==> src/rtl/output_write_scheduler.sv <==
// output_write_scheduler
//
// Walks an output matrix tile by tile for the output memory writer. A job
// (base address, tile grid, row/column mode) is accepted from the top-level
// controller. One writer instruction is issued per N x N tile in row-major
// tile order. The next instruction is issued only after the writer has
// reported completion of the previous one. Job completion is reported back
// to the controller with its own handshake.
//
// Handshake rule (all channels): a transfer happens on a rising clk edge
// where valid and ready are both high. The side driving valid holds valid
// and its payload stable until that transfer.
//
// Ports
//   clk, reset                 clock; asynchronous active-high reset
//   job_valid / job_ready      job offer from the controller
//   job_base_address           address of tile (0,0)
//   job_tile_rows/_cols        tile grid size (0 gives an empty job)
//   job_output_by_row          1 = row-wise output, 0 = column-wise
//   job_done_valid / _ready    job completion to the controller
//   instruction_valid / _ready writer instruction channel
//   address_output             tile address for the writer
//   output_by_row_instruction  latched output mode for the writer
//   completed_valid / _ready   writer completion channel
//   busy                       high whenever the FSM is not IDLE
//   tiles_written              tiles completed in the current or last job
//   dbg_state                  raw FSM state, for observation only
module output_write_scheduler #(
    parameter int N                   = 4,
    parameter int MEMORY_ADDRESS_BITS = 64,
    parameter int MAX_TILES           = 16,
    parameter int TILE_COUNT_BITS     = $clog2(MAX_TILES + 1)
) (
    input  logic                           clk,
    input  logic                           reset,
    input  logic                           job_valid,
    output logic                           job_ready,
    input  logic [MEMORY_ADDRESS_BITS-1:0] job_base_address,
    input  logic [TILE_COUNT_BITS-1:0]     job_tile_rows,
    input  logic [TILE_COUNT_BITS-1:0]     job_tile_cols,
    input  logic                           job_output_by_row,
    output logic                           job_done_valid,
    input  logic                           job_done_ready,
    output logic                           instruction_valid,
    input  logic                           instruction_ready,
    output logic [MEMORY_ADDRESS_BITS-1:0] address_output,
    output logic                           output_by_row_instruction,
    input  logic                           completed_valid,
    output logic                           completed_ready,
    output logic                           busy,
    output logic [2*TILE_COUNT_BITS-1:0]   tiles_written,
    output logic [1:0]                     dbg_state
);

    typedef enum logic [1:0] {
        IDLE      = 2'd0,
        ISSUE     = 2'd1,
        WAIT_DONE = 2'd2,
        DONE      = 2'd3
    } state_t;

    localparam int TW = 2 * TILE_COUNT_BITS;

    // Distance between consecutive tiles; addresses wrap modulo 2^MEMORY_ADDRESS_BITS.
    localparam logic [MEMORY_ADDRESS_BITS-1:0] TILE_STRIDE = MEMORY_ADDRESS_BITS'(N * N);
    localparam logic [TILE_COUNT_BITS-1:0]     ONE_TILE    = 1;
    localparam logic [TW-1:0]                  ONE_COUNT   = 1;

    state_t                           r_state;
    logic [MEMORY_ADDRESS_BITS-1:0]   r_tile_address;
    logic [TILE_COUNT_BITS-1:0]       r_rows;
    logic [TILE_COUNT_BITS-1:0]       r_cols;
    logic [TILE_COUNT_BITS-1:0]       r_tile_r;
    logic [TILE_COUNT_BITS-1:0]       r_tile_c;
    logic                             r_by_row;
    logic [TW-1:0]                    r_tiles_written;

    logic                             w_last_col;
    logic                             w_last_row;

    // Only evaluated in WAIT_DONE, where rows and cols are known to be nonzero.
    assign w_last_col = (r_tile_c == r_cols - ONE_TILE);
    assign w_last_row = (r_tile_r == r_rows - ONE_TILE);

    // Handshake outputs are decoded from the state register alone, so no
    // input reaches an output combinationally.
    assign job_ready                 = (r_state == IDLE);
    assign instruction_valid         = (r_state == ISSUE);
    assign completed_ready           = (r_state == WAIT_DONE);
    assign job_done_valid            = (r_state == DONE);
    assign busy                      = (r_state != IDLE);
    assign address_output            = r_tile_address;
    assign output_by_row_instruction = r_by_row;
    assign tiles_written             = r_tiles_written;
    assign dbg_state                 = r_state;

    always_ff @(posedge clk or posedge reset) begin
        if (reset) begin
            r_state         <= IDLE;
            r_tile_address  <= '0;
            r_rows          <= '0;
            r_cols          <= '0;
            r_tile_r        <= '0;
            r_tile_c        <= '0;
            r_by_row        <= 1'b0;
            r_tiles_written <= '0;
        end else begin
            case (r_state)
                IDLE: begin
                    if (job_valid) begin
                        r_tile_address  <= job_base_address;
                        r_rows          <= job_tile_rows;
                        r_cols          <= job_tile_cols;
                        r_by_row        <= job_output_by_row;
                        r_tile_r        <= '0;
                        r_tile_c        <= '0;
                        r_tiles_written <= '0;
                        // An empty grid has nothing to write; report it done at once.
                        if (job_tile_rows == '0 || job_tile_cols == '0) begin
                            r_state <= DONE;
                        end else begin
                            r_state <= ISSUE;
                        end
                    end
                end

                ISSUE: begin
                    if (instruction_ready) begin
                        r_state <= WAIT_DONE;
                    end
                end

                WAIT_DONE: begin
                    if (completed_valid) begin
                        r_tiles_written <= r_tiles_written + ONE_COUNT;
                        // Row-major order means every tile is one stride past the
                        // previous one, so an accumulator replaces r*cols+c.
                        r_tile_address  <= r_tile_address + TILE_STRIDE;
                        if (w_last_col) begin
                            r_tile_c <= '0;
                            r_tile_r <= r_tile_r + ONE_TILE;
                        end else begin
                            r_tile_c <= r_tile_c + ONE_TILE;
                        end
                        if (w_last_row && w_last_col) begin
                            r_state <= DONE;
                        end else begin
                            r_state <= ISSUE;
                        end
                    end
                end

                DONE: begin
                    if (job_done_ready) begin
                        r_state <= IDLE;
                    end
                end

                default: r_state <= IDLE;
            endcase
        end
    end

endmodule

==> config.mk <==
export PLATFORM = sky130hd
export DESIGN_NAME = output_write_scheduler
export DESIGN_NICKNAME = d
export VERILOG_FILES = /design/src/rtl/output_write_scheduler.sv
export SDC_FILE = /design/constraint.sdc
export NUM_CORES = 1
export LEC_CHECK = 0
export BUFFER_PORTS_ARGS = -buffer_cell sky130_fd_sc_hd__buf_2
export CORE_ASPECT_RATIO = 2
export CORE_MARGIN = 1.5
export CORE_UTILIZATION = 43
export DETAILED_ROUTE_END_ITERATION = 8
export GPL_ROUTABILITY_DRIVEN = 0
export PLACE_DENSITY = 0.68
export RECOVER_POWER = 25
export SKIP_CTS_REPAIR_TIMING = 1
export SYNTH_ARGS = -nofsm -noshare
export SYNTH_HDL_FRONTEND = slang
export SYNTH_SLANG_ARGS = --single-unit
==> constraint.sdc <==
create_clock -name clk -period 4 [get_ports clk]
set_clock_uncertainty 0.2 [all_clocks]
set_input_delay 0.8 -clock clk [delete_from_list [all_inputs] [get_ports clk]]
set_output_delay 0.8 -clock clk [all_outputs]
set_load 0.01 [all_outputs]
==> results.ini <==
[route]
viasPerCell=6.10
wl_per_cell_um=19.7
ant_nets=0
via_count=6144
routed_wl_mm=19.8
dr.pass1.iters=9
drt_iter0_markers=536
drc=12

[status]
run_status=complete, but fails checks
violations=design-rule violations, max-capacitance violations, max-slew violations

[timing]
hold_viol_final=0
slew_headroom_pct=-59.8
final.min_clock_period_ns=3.34
grt_setup_unrepaired=no
post-route-period-util_pct=83.5
fin_setup_tns_ns=0
drv_slew=62
setup_viol_count_final=0
worstMarginPinSlew_ns=2.39
max_freq_ghz=0.299

[final_layout]
drive_gt1_share_pct=25.2
fin_nets=938
area_growth_pct=22.1
antenna_cells=0

[pwr]
power_w=0.00557
ir_drop_mv=0.358
power.density_mw_per_mm2=791
total_leakage_power_nw=3.07

[grt]
gr-usage-all-layers_pct=28.7
grt_start_max_net_pins=62
antenna_found_initial=0
first_global_vias=6339
grt_pass1_wl_mm=32.1
grt-ovfl-total=0

[synth]
async_flop_share_pct=100
synth_cells=704
synth_cell_type_count=60
postSynthAreaPerCell_um2=8.19
synth-edff-count=0
synth_fp_nets=791
yosys_register_bits=97
syn_area_mm2=0.00577
synth_ff_type=dfrtp_1
yosys_warnings=0
yosysSeqAreaShare_pct=42.1

[setup_path]
arrival_ns=3.37
startpoint_type=flip-flop
crit_fanout=9
critPathKind=reg2reg
endpoint_kind=flip-flop
crit_required_ns=4.03

[floorplanning]
ioPinCount=163
dieArea_mm2=0.0142
row_count=59
die_width_um=84.9
core_mm2=0.0131
initial_core_util_pct=44.1
die_h_um=167

[clock_network]
cts_tree=yes
cts-root-buf=clkbuf_16
clkSinkCount=97
worst_skew_pair.late_latency_ns=0.35
numCtsBuffers=9
cts_buffer_depth=2
clk_pin_slew_worst_paths_ns=0.07
cts.htree.levels=3

[job]
maxCapViolCount=1

[placement]
port_buffers=162
hpwlAfterDp_mm=14.6

[min_path]
hp-class=reg2reg

[flip-flops by register name (all words and copies together), names as in the netlist]
signal                     count
address_output                64
dbg_state                      2
output_by_row_instruction      1
r_cols                         5
r_rows                         5
r_tile_c                       5
r_tile_r                       5
tiles_written                 10
[critical path, cell delays in order, from the launching register on]
cell     delay, ns
dfrtp_1       0.47
ha_1          0.32
nand3_1       0.21
nor4_1        0.91
nand2_1       0.35
nor3_1        0.48
mux2i_1       0.23
nor2_1        0.06
[kinds of logic after synthesis]
family / count (synthesis) / synth area share, %
muxes: 7 / 1.22
xor gates and xnor gates: 18 / 2.73
adders and majority gates: 6 / 1.30
and+or+nand+nor: 322 / 27.9
AOI/OAI and AO/OA: 200 / 21.1
DFF: 97 / 42.1
buffers and inverters: 54 / 3.62
[where the power goes]
part	internal, W	switching [W]
logic	0.00104	0.00164
clock network	0.000546	0.000389
registers	0.00138	0.000568
[layout by cell type (no fill, tap or decap), drive strengths merged, types with 5 or more instances in the layout]
cell type  count
buf          176
or4            5
or2            7
xnor2         11
nor2          67
mux2i          7
and3          14
a211oi         7
or3           14
nor3          24
nand3         37
ha             6
clkbuf        11
o22ai         24
o21ai         50
inv           13
dfrtp         97
a311oi         5
xor2           7
nand4         26
a31oi          7
nand2         98
a21oi         75
nor4          10
[metrics by stage]
| step | instances | hold slack (ns) | setup WS [ns] | cell area (um^2) | utilization [%] |
|---|---|---|---|---|---|
| final | 1008 | 0.290 | 0.660 | 7040 | 53.9 |
| after global routing | 1008 | 0.330 | 0.429 | 7040 | 53.9 |
| after CTS | 1008 | 0.288 | 0.695 | 7040 | 53.9 |
| after detailed placement | 992 | 0.272 | 0.726 | 6730 | 51.5 |
| after global placement | 992 | 0.255 | 0.840 | 6730 | 51.5 |
| after floorplan | 704 | 0.267 | 0.466 | 5770 | - |
[worst paths after layout]
| kind | from | to | slack, ns | cells after the start |
|---|---|---|---|---|
| max | address_output[4] | address_output[56] | 0.66 | 7 |
| min | address_output[3] | address_output[3] | 0.29 | 2 |
| max reg2reg | address_output[4] | address_output[56] | 0.66 | 7 |
| min reg2reg | address_output[3] | address_output[3] | 0.29 | 2 |
| max in group asynchronous | reset | address_output[11] | 0.97 | 3 |
| min in group asynchronous | reset | address_output[56] | 1.06 | 2 |
[Yosys cell counts (all sizes together), types with 2 or more instances]
master / number / share of area (%)
nand2: 98 / 6.4
dfrtp: 97 / 42
a21oi: 75 / 6.5
nor2: 67 / 4.4
o21ai: 50 / 4.5
nand3: 37 / 3.2
clkbuf: 30 / 2.0
nand4: 26 / 3.0
nor3: 24 / 2.1
o22ai: 24 / 2.6
and3: 14 / 1.5
or3: 14 / 1.6
inv: 13 / 0.85
buf: 11 / 0.82
xnor2: 11 / 1.7
nor4: 10 / 1.5
a211oi: 7 / 0.91
a31oi: 7 / 0.76
mux2i: 7 / 1.2
or2: 7 / 0.76
xor2: 7 / 1.1
ha: 6 / 1.3
a311oi: 5 / 1.1
or4: 5 / 0.72
and2: 4 / 0.43
o211ai: 4 / 0.52
a21o: 3 / 0.39
a2bb2oi: 3 / 0.46
and4: 3 / 0.46
o31ai: 3 / 0.39
o32ai: 3 / 0.46
a22o: 2 / 0.30
a31o: 2 / 0.30
and2b: 2 / 0.26
and4bb: 2 / 0.43
nand2b: 2 / 0.22
nand3b: 2 / 0.26
nor2b: 2 / 0.22
o221a: 2 / 0.39
o22a: 2 / 0.30
[routing by layer]
metal / vias up / global-route usage, % / share of wire [%]
li1: 2865 / - / -
met1: 2973 / 32.2 / 37
met2: 258 / 50.9 / 53
met3: 48 / 4.01 / 5.3
met4: 0 / 16.3 / 4.9
met5: - / 0 / 0
[layout make-up]
| class | instances | area, um^2 |
|---|---|---|
| inverters | 13 | 48.8 |
| fillers | 1280 | 6030 |
| repair buffers | 177 | 921 |
| multi-input cells | 553 | 3140 |
| clock buffers | 10 | 229 |
| flip-flops and latches | 97 | 2430 |
| well taps | 152 | 190 |
| clock inverters | 6 | 82.6 |
Power figures use the tool's default switching activity.
